==> src/rtl/prefix_join_ctrl.sv <==
// Sequences one fast_prefix inner-join pass per spike/weight job and accumulates matched weights into a signed sum.
// Latency: ISSUE one cycle after accept; result two cycles after accept for an empty AND, else one cycle after pf_processing_done.
// Backpressure: one job in flight; in_ready low until the result handshakes. Optional PREFIX_JOIN_PERF_EN adds perf counters.
module prefix_join_ctrl #(
    parameter int BITMASK_WIDTH  = 8,
    parameter int WEIGHT_WIDTH   = 8,
    parameter int ACC_WIDTH      = 16,
    parameter int ID_WIDTH       = 4,
    parameter int TIMEOUT_CYCLES = 32,
    localparam int CNT_WIDTH     = $clog2(BITMASK_WIDTH) + 1
) (
    input  logic                     clk,
    input  logic                     rst,
    input  logic                     in_valid,
    output logic                     in_ready,
    input  logic [BITMASK_WIDTH-1:0] in_spike_mask,
    input  logic [BITMASK_WIDTH-1:0] in_weight_mask,
    input  logic [ID_WIDTH-1:0]      in_id,
    output logic [BITMASK_WIDTH-1:0] pf_and_result,
    output logic [BITMASK_WIDTH-1:0] pf_bitmask_b,
    output logic                     pf_valid_match,
    input  logic                     pf_fast_valid,
    input  logic [WEIGHT_WIDTH-1:0]  pf_matched_weight,
    input  logic                     pf_processing_done,
    output logic                     out_valid,
    input  logic                     out_ready,
    output logic [ACC_WIDTH-1:0]     out_sum,
    output logic [CNT_WIDTH-1:0]     out_count,
    output logic [ID_WIDTH-1:0]      out_id,
    output logic                     out_error
`ifdef PREFIX_JOIN_PERF_EN
    ,
    output logic [31:0]              perf_jobs,
    output logic [31:0]              perf_busy,
    output logic [15:0]              perf_errors
`endif
);

    localparam int TMO_WIDTH = $clog2(TIMEOUT_CYCLES + 1);

    typedef enum logic [1:0] {S_IDLE, S_ISSUE, S_COLLECT, S_OUTPUT} state_t;

    state_t                   state, state_nxt;
    logic [BITMASK_WIDTH-1:0] and_q, wmask_q;
    logic [ID_WIDTH-1:0]      id_q;
    logic [CNT_WIDTH-1:0]     exp_q, cnt_q, cnt_nxt;
    logic [ACC_WIDTH-1:0]     sum_q, weight_sext;
    logic                     err_q;
    logic [TMO_WIDTH-1:0]     tmo_q;
    logic                     timeout_hit;

    function automatic logic [CNT_WIDTH-1:0] popcount(input logic [BITMASK_WIDTH-1:0] m);
        logic [CNT_WIDTH-1:0] n;
        n = '0;
        for (int i = 0; i < BITMASK_WIDTH; i++) n = n + CNT_WIDTH'(m[i]);
        return n;
    endfunction

    assign weight_sext = {{(ACC_WIDTH-WEIGHT_WIDTH){pf_matched_weight[WEIGHT_WIDTH-1]}}, pf_matched_weight};
    assign cnt_nxt     = cnt_q + CNT_WIDTH'(pf_fast_valid);
    // Last permitted COLLECT cycle: the counter counts cycles already spent there.
    assign timeout_hit = (tmo_q == TMO_WIDTH'(TIMEOUT_CYCLES - 1));

    always_ff @(posedge clk) begin
        if (rst) state <= S_IDLE;
        else     state <= state_nxt;
    end

    always_comb begin
        state_nxt = state;
        case (state)
            S_IDLE:    if (in_valid) state_nxt = S_ISSUE;
            S_ISSUE:   state_nxt = (and_q == '0) ? S_OUTPUT : S_COLLECT;
            S_COLLECT: if (pf_processing_done || timeout_hit) state_nxt = S_OUTPUT;
            S_OUTPUT:  if (out_ready) state_nxt = S_IDLE;
            default:   state_nxt = S_IDLE;
        endcase
    end

    always_ff @(posedge clk) begin
        if (rst) begin
            and_q   <= '0;
            wmask_q <= '0;
            id_q    <= '0;
            exp_q   <= '0;
            cnt_q   <= '0;
            sum_q   <= '0;
            err_q   <= 1'b0;
            tmo_q   <= '0;
        end else begin
            case (state)
                S_IDLE: begin
                    if (in_valid) begin
                        and_q   <= in_spike_mask & in_weight_mask;
                        wmask_q <= in_weight_mask;
                        id_q    <= in_id;
                        exp_q   <= popcount(in_spike_mask & in_weight_mask);
                        cnt_q   <= '0;
                        sum_q   <= '0;
                        err_q   <= 1'b0;
                    end
                end
                S_ISSUE: tmo_q <= '0;
                S_COLLECT: begin
                    tmo_q <= tmo_q + TMO_WIDTH'(1);
                    if (pf_fast_valid) begin
                        sum_q <= sum_q + weight_sext;
                        cnt_q <= cnt_nxt;
                    end
                    // A match landing with done still counts toward the check.
                    if (pf_processing_done) err_q <= (cnt_nxt != exp_q);
                    else if (timeout_hit)   err_q <= 1'b1;
                end
                default: ;
            endcase
        end
    end

    assign in_ready       = (state == S_IDLE);
    assign pf_valid_match = (state == S_ISSUE) && (and_q != '0);
    assign pf_and_result  = and_q;
    assign pf_bitmask_b   = wmask_q;
    assign out_valid      = (state == S_OUTPUT);
    assign out_sum        = sum_q;
    assign out_count      = cnt_q;
    assign out_id         = id_q;
    assign out_error      = err_q;

`ifdef PREFIX_JOIN_PERF_EN
    always_ff @(posedge clk) begin
        if (rst) begin
            perf_jobs   <= '0;
            perf_busy   <= '0;
            perf_errors <= '0;
        end else begin
            if (state != S_IDLE && perf_busy != '1) perf_busy <= perf_busy + 32'd1;
            if (out_valid && out_ready) begin
                if (perf_jobs != '1)               perf_jobs   <= perf_jobs + 32'd1;
                if (err_q && perf_errors != '1)    perf_errors <= perf_errors + 16'd1;
            end
        end
    end
`endif

endmodule

==> config.mk <==
export PLATFORM = sky130hd
export DESIGN_NAME = prefix_join_ctrl
export DESIGN_NICKNAME = d
export VERILOG_FILES = /design/src/rtl/prefix_join_ctrl.sv
export SDC_FILE = /design/constraint.sdc
export NUM_CORES = 1
export LEC_CHECK = 0
export CAP_MARGIN = 20
export CORE_AREA = 3 3 71 123
export DETAILED_ROUTE_END_ITERATION = 10
export DIE_AREA = 0 0 74 126
export GPL_ROUTABILITY_DRIVEN = 0
export PLACE_DENSITY = 0.66
export SLEW_MARGIN = 20
export SYNTH_ARGS = -nofsm -noshare
export SYNTH_HDL_FRONTEND = slang
export SYNTH_SLANG_ARGS = --single-unit
==> constraint.sdc <==
create_clock -name clk -period 3.74 [get_ports clk]
set_input_delay 0.374 -clock clk [delete_from_list [all_inputs] [get_ports clk]]
set_output_delay 0.374 -clock clk [all_outputs]
set_load 0.005 [all_outputs]
==> results of run 1 <==
-- where the power goes --
| part | internal [mW] | leakage (nW) | switching (mW) |
|---|---|---|---|
| logic | 0.337 | 1.07 | 0.419 |
| registers | 0.638 | 0.431 | 0.0533 |
| clock network | 0.247 | 0.0706 | 0.206 |
-- metrics by stage --
stage	instances	cell area, µm²	hold slack (ns)	setup slack [ns]	power, mW
after floorplan	377	3080	0.444	0.863	1.19
after global placement	529	3890	0.444	0.246	1.46
after detailed placement	529	3890	0.449	0.160	1.47
after CTS	537	4030	0.461	0.488	1.93
after global routing	537	4030	0.473	0.331	2.05
final	537	4030	0.458	0.482	1.90
-- logic make-up after synthesis --
| logic type | count (synthesis) | synth area share |
|---|---|---|
| xor+xnor | 20 | 0.0569 |
| flops | 53 | 0.345 |
| simple gates | 141 | 0.207 |
| fa+ha+maj | 30 | 0.134 |
| mux | 3 | 0.00975 |
| compound gates | 102 | 0.208 |
| buf+inv | 28 | 0.0394 |
-- placed cells by master, fill, tap and decap left out, types with 3 or more instances in the layout --
cell / Yosys / final
sky130_fd_sc_hd__nor2_1: 18 / 18
sky130_fd_sc_hd__a22oi_1: 3 / 3
sky130_fd_sc_hd__nand3_1: 16 / 16
sky130_fd_sc_hd__dfxtp_1: 53 / 53
sky130_fd_sc_hd__fa_1: 5 / 5
sky130_fd_sc_hd__nor3_1: 7 / 7
sky130_fd_sc_hd__o21a_1: 3 / 3
sky130_fd_sc_hd__a21oi_1: 45 / 45
sky130_fd_sc_hd__ha_1: 25 / 25
sky130_fd_sc_hd__nand2b_1: 4 / 4
sky130_fd_sc_hd__nand2_1: 73 / 73
sky130_fd_sc_hd__a32o_1: 3 / 3
sky130_fd_sc_hd__o211ai_1: 3 / 3
sky130_fd_sc_hd__o31ai_1: 3 / 3
sky130_fd_sc_hd__xor2_1: 7 / 7
sky130_fd_sc_hd__xnor2_1: 13 / 13
sky130_fd_sc_hd__mux2i_1: 3 / 3
sky130_fd_sc_hd__nand4_1: 6 / 6
sky130_fd_sc_hd__clkbuf_16: 0 / 5
sky130_fd_sc_hd__clkdlybuf4s50_1: 0 / 77
sky130_fd_sc_hd__or3_1: 3 / 3
sky130_fd_sc_hd__a211oi_1: 3 / 3
sky130_fd_sc_hd__and2_1: 4 / 4
sky130_fd_sc_hd__a21o_1: 11 / 11
sky130_fd_sc_hd__o21ai_0: 14 / 14
sky130_fd_sc_hd__inv_1: 12 / 12
-- registers in the layout (all words and copies together) (netlist names) --
name / count
out_id: 4
tmo_q: 6
state: 2
pf_and_result: 8
out_error: 1
exp_q: 4
out_sum: 16
pf_bitmask_b: 8
out_count: 4
-- critical path, delay by kind of cell --
family / cells / cell delay (ns)
fa+ha+maj: 5 / 2.04
buf+inv: 3 / 0.62
xor+xnor: 1 / 0.16
compound gates: 1 / 0.16
simple gates: 2 / 0.15
-- path summary, 6_finish.rpt --
| path | end | slack [ns] | depth (start not counted) |
|---|---|---|---|
| worst max register to register | out_sum[12]$_SDFFE_PP0P_ | 1.26 | 7 |
| worst max-delay path | exp_q[2]$_SDFFE_PP0P_ | 0.48 | 12 |
| worst min register to register | out_id[1]$_SDFFE_PP0P_ | 0.46 | 2 |
| worst min-delay path | out_id[1]$_SDFFE_PP0P_ | 0.46 | 2 |
-- layer usage --
layer	up-vias	wire length [µm]	share of wire	global-route usage
li1	1471	-	-	-
met1	1333	2930	0.37	0.182
met2	72	4270	0.54	0.331
met3	13	489	0.062	0.0495
met4	0	193	0.025	0.0608
met5	-	0	0	0
-- final cells by class --
cell class / instances / area, µm² / share of cell area
Timing Repair Buffer: 78 / 778 / 0.193
Multi-Input combinational cell: 296 / 1900 / 0.470
Clock inverter: 2 / 10.0 / 0.00248
Tap cell: 90 / 113 / 0.0279
Sequential cell: 53 / 1060 / 0.263
Inverter: 12 / 45.0 / 0.0112
Clock buffer: 6 / 129 / 0.0320
==> run_results.csv, run 1 <==
group,metric,value,unit
clock_tree,hold_buffers,0,
clock_tree,ctsResizeCount,0,
setup_path,startpoint,"in_weight_mask[3]",
synth,postSynthRegisterBits,53,
global_routing,grt_max_degree,40,
floorplan,floorplan.io_pins,78,
global_routing,grt_first_pass_wirelength,13.1,mm
final_layout,fin_nets,510,
sta,max_slew_margin,0.403,
placed_design,portBuffers,77,
floorplan,dieArea,0.00932,mm²
synth,synth_enable_flop_cells,0,
setup_path,timing.critical_path.required,3.96,ns
sta,final_hold_fails,0,
clock_tree,cts.repair_timing.setup_buffer_count,0,
power,peakVddDrop,0.338,mV
floorplan,row_count,43,
synth,synth_top_cell_area_share,0.345,
setup_path,critPathLaunchType,"input pin",
setup_path,cp_data_arrival_time,3.48,ns
synth,syn-instance-count,377,
clock_tree,clock_tree.htree_level_count,2,
setup_path,setup.worst_path.class,"in -> reg",
final_layout,post_route_cells_drive_above_1_share,0.0268,
setup_path,critical_path.max_fanout,3,
outcome,outcome,"finished, final reports clean",
sta,max_clock_freq,307,MHz
global_routing,grt_util_all_layers,0.178,
synth,syn_area,0.00308,mm²
synth,yosysTopAreaCell,"sky130_fd_sc_hd__dfxtp_1",
setup_path,crit_chain,"clkdlybuf4s50_1 -> nand2_1 -> fa_1 -> fa_1 -> inv_1 -> fa_1 -> ha_1 -> inv_1 -> fa_1 -> xnor2_1 -> nand2_1 -> a21oi_1",
sta,final-setup-viol-count,0,
hold_path,worst_hold_path_type,"reg -> reg",
route,count_of_unresolved_drc_violations_after_routing,0,
synth,yosysWarnings,0,
synth,synth-main-ff-cell,"sky130_fd_sc_hd__dfxtp_1",
route,final_antenna_net_count,0,
sta,tightest_slew,0.895,ns
synth,commonest_cells_post_synth,"73 x sky130_fd_sc_hd__nand2_1, 53 x sky130_fd_sc_hd__dfxtp_1, 45 x sky130_fd_sc_hd__a21oi_1",
final_layout,n_antenna_cell,0,
synth,synth.net_count,441,
route,avgViaCountPerCell,5.38,
clock_tree,clk_path_buf_depth,2,
sta,setup_total_negative_slack,0,ns
floorplan,vert_die_dim,126,µm
synth,yosys.cell_count.top_type,"sky130_fd_sc_hd__nand2_1",
synth,yosysUniqueCellTypes,50,
final_layout,area_delta_synth_final,31.0,%
synth,fraction_of_registers_with_async_set_or_reset_after_synthesis,0,
sta,post-route-min-period,3.26,ns
route,wl,7.87,mm
route,drt-pass1-iter-count,4,
route,wire_per_inst,14.7,µm
synth,synth_area_leaders,"sky130_fd_sc_hd__dfxtp_1 34%, sky130_fd_sc_hd__ha_1 10%, sky130_fd_sc_hd__nand2_1 8.9%, sky130_fd_sc_hd__a21oi_1 7.3%, sky130_fd_sc_hd__xnor2_1 3.7%",
floorplan,start_util,0.389,
floorplan,fp.coreArea,0.00791,mm²
power,power.density_cell_area,471,mW/mm²
clock_tree,tritoncts_clock_tree,"yes",
floorplan,chipWidth,74,µm
setup_path,cpPeakStageDelay,0.51,ns
synth,yosysSeqAreaShare,0.345,
clock_tree,path_clk_slew,0.07,ns
sta,report.final.slew_viol_count,0,
setup_path,critical_path.endpoint_type,"register",
final_layout,post-route-util,0.510,
setup_path,worst_r2r_startpoint,"state[0]$_SDFFE_PP0P_",
clock_tree,cts_inserted_buffers,5,
power,power.static_leakage,1.58,nW
sta,final_min_period_over_clock_period,0.871,
global_routing,vias_in_the_first_global_route,2860,
route,drt_first_iter_violations,96,
global_routing,antenna_found_initial,0,
route,route.vias.total,2889,
run,max_cap_violations,0,
setup_path,critical_path.slowest_cell,"sky130_fd_sc_hd__clkdlybuf4s50_1",
sta,grt_setup_unrepaired,"no",
clock_tree,cts_num_sinks,53,
placed_design,place_hpwl,6.17,mm
final_layout,layout.filler_cells,771,
sta,worst_clock_skew,0.00465,ns
hold_path,min-delay-start,"out_id[1]$_SDFFE_PP0P_",
synth,synth_area_per_cell,8.17,µm²
global_routing,globalRoute.totalOverflow,0,
setup_path,most_frequent_cell_on_critical_path,"sky130_fd_sc_hd__fa_1",
clock_tree,clock-root-buffer,"sky130_fd_sc_hd__clkbuf_16",
clock_tree,worstSkewPairLatency,0.29,ns
Note: power is estimated with default switching activity, not from simulation.
==> run 2, diff against run 1 <==
--- a/config.mk
+++ b/config.mk
@@ -6,9 +6,9 @@
 export NUM_CORES = 1
 export LEC_CHECK = 0
 export CAP_MARGIN = 20
-export CORE_AREA = 3 3 71 123
+export CORE_AREA = 5 5 73 125
 export DETAILED_ROUTE_END_ITERATION = 10
-export DIE_AREA = 0 0 74 126
+export DIE_AREA = 0 0 78 130
 export GPL_ROUTABILITY_DRIVEN = 0
 export PLACE_DENSITY = 0.66
 export SLEW_MARGIN = 20
==> run_results.csv, run 2 (synthesis gave the netlist of run 1 again) <==
group,metric,value,unit
outcome,outcome,"finished, final reports clean",
hold_path,timing.hold.worst_path_depth,2,
placed_design,place_hpwl,6.13,mm
setup_path,critPathLaunchType,"input pin",
setup_path,worst_r2r_startpoint,"state[0]$_SDFFE_PP0P_",
placed_design,portBuffers,77,
final_layout,area_delta_synth_final,31.1,%
final_layout,n_antenna_cell,0,
sta,post-route-min-period,3.26,ns
sta,tightest_slew,0.930,ns
setup_path,ff2ff_setup_slack,1.25,ns
global_routing,grt_max_degree,37,
power,peakVddDrop,0.255,mV
setup_path,cp_data_arrival_time,3.49,ns
sta,setup_total_negative_slack,0,ns
final_layout,largest_register_ff_count,16,
sta,worst_clock_skew,0.00722,ns
final_layout,post_route_cells_drive_above_1_share,0.0268,
route,wl,7.96,mm
setup_path,timing.critical_path.required,3.97,ns
global_routing,grt_util_all_layers,0.158,
final_layout,fin_nets,510,
clock_tree,path_clk_slew,0.07,ns
floorplan,dieArea,0.0101,mm²
sta,final_hold_fails,0,
sta,max_slew_margin,0.380,
floorplan,floorplan.io_pins,78,
sta,grt_setup_unrepaired,"no",
floorplan,vert_die_dim,130,µm
clock_tree,clock-root-buffer,"sky130_fd_sc_hd__clkbuf_16",
floorplan,start_util,0.389,
clock_tree,cts_inserted_buffers,5,
setup_path,r2r_cells,7,
setup_path,critical_path.endpoint_type,"register",
clock_tree,tritoncts_clock_tree,"yes",
power,power.density_cell_area,475,mW/mm²
final_layout,commonest_non_fill_non_tap_cell_in_the_layout,"sky130_fd_sc_hd__clkdlybuf4s50_1",
clock_tree,cts.repair_timing.setup_buffer_count,0,
sta,final_min_period_over_clock_period,0.871,
sta,max_clock_freq,307,MHz
global_routing,globalRoute.totalOverflow,0,
floorplan,row_count,43,
sta,final-setup-viol-count,0,
setup_path,setup.worst_path.class,"in -> reg",
clock_tree,ctsResizeCount,0,
power,power.static_leakage,1.57,nW
route,wire_per_inst,14.8,µm
clock_tree,clk_path_buf_depth,2,
setup_path,capture_point_of_the_worst_reg_to_reg_path,"out_sum[12]$_SDFFE_PP0P_",
global_routing,grt_first_pass_wirelength,12.9,mm
floorplan,fp.coreArea,0.00791,mm²
run,max_cap_violations,0,
setup_path,startpoint,"in_weight_mask[3]",
setup_path,crit_end,"exp_q[2]$_SDFFE_PP0P_",
sta,report.final.slew_viol_count,0,
global_routing,vias_in_the_first_global_route,2753,
sta,hold_slack,0.457,ns
route,final_antenna_net_count,0,
final_layout,most-common-layout-cells,"77 x sky130_fd_sc_hd__clkdlybuf4s50_1, 73 x sky130_fd_sc_hd__nand2_1, 53 x sky130_fd_sc_hd__dfxtp_1, 45 x sky130_fd_sc_hd__a21oi_1, 25 x sky130_fd_sc_hd__ha_1",
route,route.vias.total,2876,
clock_tree,worstSkewPairLatency,0.30,ns
global_routing,antenna_found_initial,0,
route,drt-pass1-iter-count,4,
route,avgViaCountPerCell,5.36,
floorplan,chipWidth,78,µm
setup_path,critical_path.max_fanout,3,
route,count_of_unresolved_drc_violations_after_routing,0,
hold_path,worst_hold_path_type,"reg -> reg",
clock_tree,clock_tree.htree_level_count,2,
clock_tree,cts_num_sinks,53,
clock_tree,hold_buffers,0,
route,drt_first_iter_violations,79,
[run 2: critical path, stage by stage]
cell and delay (ns):
sky130_fd_sc_hd__clkdlybuf4s50_1 0.51, sky130_fd_sc_hd__nand2_1 0.09, sky130_fd_sc_hd__fa_1 0.50, sky130_fd_sc_hd__fa_1 0.49, sky130_fd_sc_hd__inv_1 0.05, sky130_fd_sc_hd__fa_1 0.49, sky130_fd_sc_hd__ha_1 0.17, sky130_fd_sc_hd__inv_1 0.06
sky130_fd_sc_hd__fa_1 0.38, sky130_fd_sc_hd__xnor2_1 0.16, sky130_fd_sc_hd__nand2_1 0.07, sky130_fd_sc_hd__a21oi_1 0.17
[run 2: how the worst min path moves through the flow]
stage | from | slack, ns | endpoint
final | pf_bitmask_b[2]$_SDFFE_PP0P_ | 0.46 | pf_bitmask_b[2]$_SDFFE_PP0P_
after global routing | out_id[0]$_SDFFE_PP0P_ | 0.48 | out_id[0]$_SDFFE_PP0P_
after CTS | pf_bitmask_b[0]$_SDFFE_PP0P_ | 0.46 | pf_bitmask_b[0]$_SDFFE_PP0P_
after detailed placement | pf_bitmask_b[3]$_SDFFE_PP0P_ | 0.45 | pf_bitmask_b[3]$_SDFFE_PP0P_
after global placement | out_id[2]$_SDFFE_PP0P_ | 0.44 | out_id[2]$_SDFFE_PP0P_
after floorplan | exp_q[2]$_SDFFE_PP0P_ | 0.44 | exp_q[2]$_SDFFE_PP0P_
[run 2: area by class of cell]
| cell class | instances | area, µm² |
|---|---|---|
| timing repair buffer | 78 | 778 |
| clock buffer | 6 | 129 |
| clock inverter | 2 | 15.0 |
| tap | 90 | 113 |
| inverter | 12 | 45.0 |
| fill | 743 | 3870 |
| sequential | 53 | 1060 |
| multi-input combinational | 296 | 1900 |
[run 2: per-layer routing]
layer	wire length, µm	up-vias	track usage
met5	0	-	0
met4	177	0	0.0637
met3	596	14	0.0497
met2	4210	78	0.297
met1	2980	1314	0.160
li1	-	1470	-
[run 2: metrics by stage]
| step | area, µm² | worst slack (ns) | util | total power [mW] | cells |
|---|---|---|---|---|---|
| 2_1_floorplan | 3080 | 0.863 | - | 1.19 | 377 |
| 3_3_place_gp | 3890 | 0.243 | 0.492 | 1.46 | 529 |
| 3_5_place_dp | 3890 | 0.145 | 0.492 | 1.46 | 529 |
| 4_1_cts | 4040 | 0.467 | 0.511 | 1.94 | 537 |
| 5_1_grt | 4040 | 0.391 | 0.511 | 2.05 | 537 |
| 6_report | 4040 | 0.483 | 0.511 | 1.92 | 537 |
[run 2: where the power goes]
part           total [mW]  leakage (nW)  internal, mW  switching, mW
Combinational       0.759          1.07         0.337          0.422
Clock               0.470        0.0631         0.249          0.221
Sequential          0.690         0.431         0.638         0.0525
Total                1.92          1.57          1.22          0.696
==> run 3, diff against run 2 <==
--- a/config.mk
+++ b/config.mk
@@ -10,6 +10,7 @@
 export DETAILED_ROUTE_END_ITERATION = 10
 export DIE_AREA = 0 0 78 130
 export GPL_ROUTABILITY_DRIVEN = 0
+export MAX_ROUTING_LAYER = met4
 export PLACE_DENSITY = 0.66
 export SLEW_MARGIN = 20
 export SYNTH_ARGS = -nofsm -noshare
==> run_results.csv, run 3 (synthesis gave the netlist of run 1 again) <==
group,metric,value,unit
sta,report.final.slew_viol_count,0,
run,max_cap_violations,0,
route,count_of_unresolved_drc_violations_after_routing,0,
outcome,outcome,"finished, final reports clean",
route,route.vias.total,2867,
global_routing,antenna_found_initial,0,
global_routing,globalRoute.totalOverflow,0,
final_layout,area_delta_synth_final,31.1,%
clock_tree,hold_buffers,0,
clock_tree,clock_tree.htree_level_count,2,
placed_design,place_hpwl,6.13,mm
clock_tree,ctsResizeCount,0,
setup_path,most_frequent_cell_on_critical_path,"sky130_fd_sc_hd__fa_1",
setup_path,critical_path.endpoint_type,"register",
sta,tightest_slew,0.894,ns
floorplan,chipWidth,78,µm
setup_path,cp.buffers_inverters,3,
sta,final-setup-viol-count,0,
sta,setup_total_negative_slack,0,ns
floorplan,row_count,43,
final_layout,layout.filler_cells,743,
clock_tree,tritoncts_clock_tree,"yes",
final_layout,n_antenna_cell,0,
setup_path,critPathLaunchType,"input pin",
route,drt-pass1-iter-count,5,
final_layout,largest_register_ff_count,16,
floorplan,vert_die_dim,130,µm
floorplan,floorplan.io_pins,78,
placed_design,portBuffers,77,
placed_design,placed_cells,529,
clock_tree,cts_num_sinks,53,
floorplan,fp.coreArea,0.00791,mm²
clock_tree,cts_inserted_buffers,5,
setup_path,cpPeakStageDelay,0.51,ns
setup_path,timing.critical_path.required,3.97,ns
route,wire_per_inst,14.9,µm
setup_path,setup.worst_path.class,"in -> reg",
sta,max_clock_freq,307,MHz
route,avgViaCountPerCell,5.34,
floorplan,start_util,0.389,
clock_tree,worstSkewPairLatency,0.30,ns
final_layout,commonest_non_fill_non_tap_cell_in_the_layout,"sky130_fd_sc_hd__clkdlybuf4s50_1",
setup_path,crit_chain,"clkdlybuf4s50_1 -> nand2_1 -> fa_1 -> fa_1 -> inv_1 -> fa_1 -> ha_1 -> inv_1 -> fa_1 -> xnor2_1 -> nand2_1 -> a21oi_1",
global_routing,grt_first_pass_wirelength,12.9,mm
final_layout,layoutNonFillerInstCount,537,
setup_path,critPathTopFamily,"adder cells",
clock_tree,cts.repair_timing.setup_buffer_count,0,
route,met3_wirelength,495,µm
sta,max_slew_margin,0.404,
clock_tree,path_clk_slew,0.07,ns
sta,grt_setup_unrepaired,"no",
power,power.density_cell_area,475,mW/mm²
setup_path,cp_data_arrival_time,3.49,ns
sta,post-route-min-period,3.26,ns
hold_path,worst_hold_path_type,"reg -> reg",
route,drt_first_iter_violations,82,
sta,final_min_period_over_clock_period,0.872,
final_layout,most-common-layout-cells,"77 x sky130_fd_sc_hd__clkdlybuf4s50_1, 73 x sky130_fd_sc_hd__nand2_1, 53 x sky130_fd_sc_hd__dfxtp_1, 45 x sky130_fd_sc_hd__a21oi_1, 25 x sky130_fd_sc_hd__ha_1",
clock_tree,clk_path_buf_depth,2,
setup_path,critical_path.max_fanout,3,
route,final_antenna_net_count,0,
global_routing,grt_util_all_layers,0.163,
floorplan,dieArea,0.0101,mm²
route,wl_met2,4.14,mm
route,wl,7.98,mm
setup_path,critical_path.slowest_cell,"sky130_fd_sc_hd__clkdlybuf4s50_1",
power,power.static_leakage,1.57,nW
power,totalPowerFinal,1.92,mW
clock_tree,clock-root-buffer,"sky130_fd_sc_hd__clkbuf_16",
route,wl_met1,3.21,mm
sta,worst_clock_skew,0.00927,ns
global_routing,vias_in_the_first_global_route,2760,
power,peakVddDrop,0.256,mV
final_layout,post_route_cells_drive_above_1_share,0.0268,
final_layout,fin_nets,510,
global_routing,grt_max_degree,37,
route,top_layer_used,"met4",
sta,final_hold_fails,0,
## run 3: worst paths after layout
path / startpoint / end / slack [ns] / cells after the start
setup / recovery: in_weight_mask[3] / exp_q[2]$_SDFFE_PP0P_ / 0.48 / 12
hold / removal: pf_bitmask_b[2]$_SDFFE_PP0P_ / pf_bitmask_b[2]$_SDFFE_PP0P_ / 0.46 / 2
setup reg to reg: state[0]$_SDFFE_PP0P_ / out_sum[12]$_SDFFE_PP0P_ / 1.26 / 7
hold reg to reg: pf_bitmask_b[2]$_SDFFE_PP0P_ / pf_bitmask_b[2]$_SDFFE_PP0P_ / 0.46 / 2
## run 3: cell type report
| class | instances | area, µm² | share of cell area |
|---|---|---|---|
| multi-input cells | 296 | 1900 | 0.470 |
| flip-flops and latches | 53 | 1060 | 0.263 |
| repair buffers | 78 | 778 | 0.193 |
| clock buffers | 6 | 129 | 0.0319 |
| well taps | 90 | 113 | 0.0279 |
| inverters | 12 | 45.0 | 0.0112 |
| clock inverters | 2 | 15.0 | 0.00372 |
## run 3: power breakdown
group | total, mW | switching (mW) | internal (mW)
sequential | 0.690 | 0.0527 | 0.638
clock | 0.469 | 0.220 | 0.249
combinational | 0.758 | 0.422 | 0.337
## run 3: worst reg2reg max path, delay by kind of cell, from the launching register on
| kind | cells | cell delay [ns] |
|---|---|---|
| multiplexers | 1 | 0.18 |
| adder cells (fa/ha/maj) | 1 | 0.40 |
| buffers and inverters | 1 | 0.12 |
| AND/OR/NAND/NOR | 4 | 1.39 |
| flip-flops | 1 | 0.33 |
## run 3: routing by layer
layer / vias to the layer above / global-route usage
li1: 1472 / -
met1: 1307 / 0.169
met2: 79 / 0.296
met3: 9 / 0.0380
met4: 0 / 0.0577
met5: - / -
## run 3: stage by stage
| step | cell area, µm² | utilization | setup slack [ns] | hold slack [ns] |
|---|---|---|---|---|
| 2_1_floorplan | 3080 | - | 0.863 | 0.444 |
| 3_3_place_gp | 3890 | 0.492 | 0.243 | 0.443 |
| 3_5_place_dp | 3890 | 0.492 | 0.145 | 0.448 |
| 4_1_cts | 4040 | 0.511 | 0.467 | 0.460 |
| 5_1_grt | 4040 | 0.511 | 0.389 | 0.480 |
| 6_report | 4040 | 0.511 | 0.478 | 0.458 |
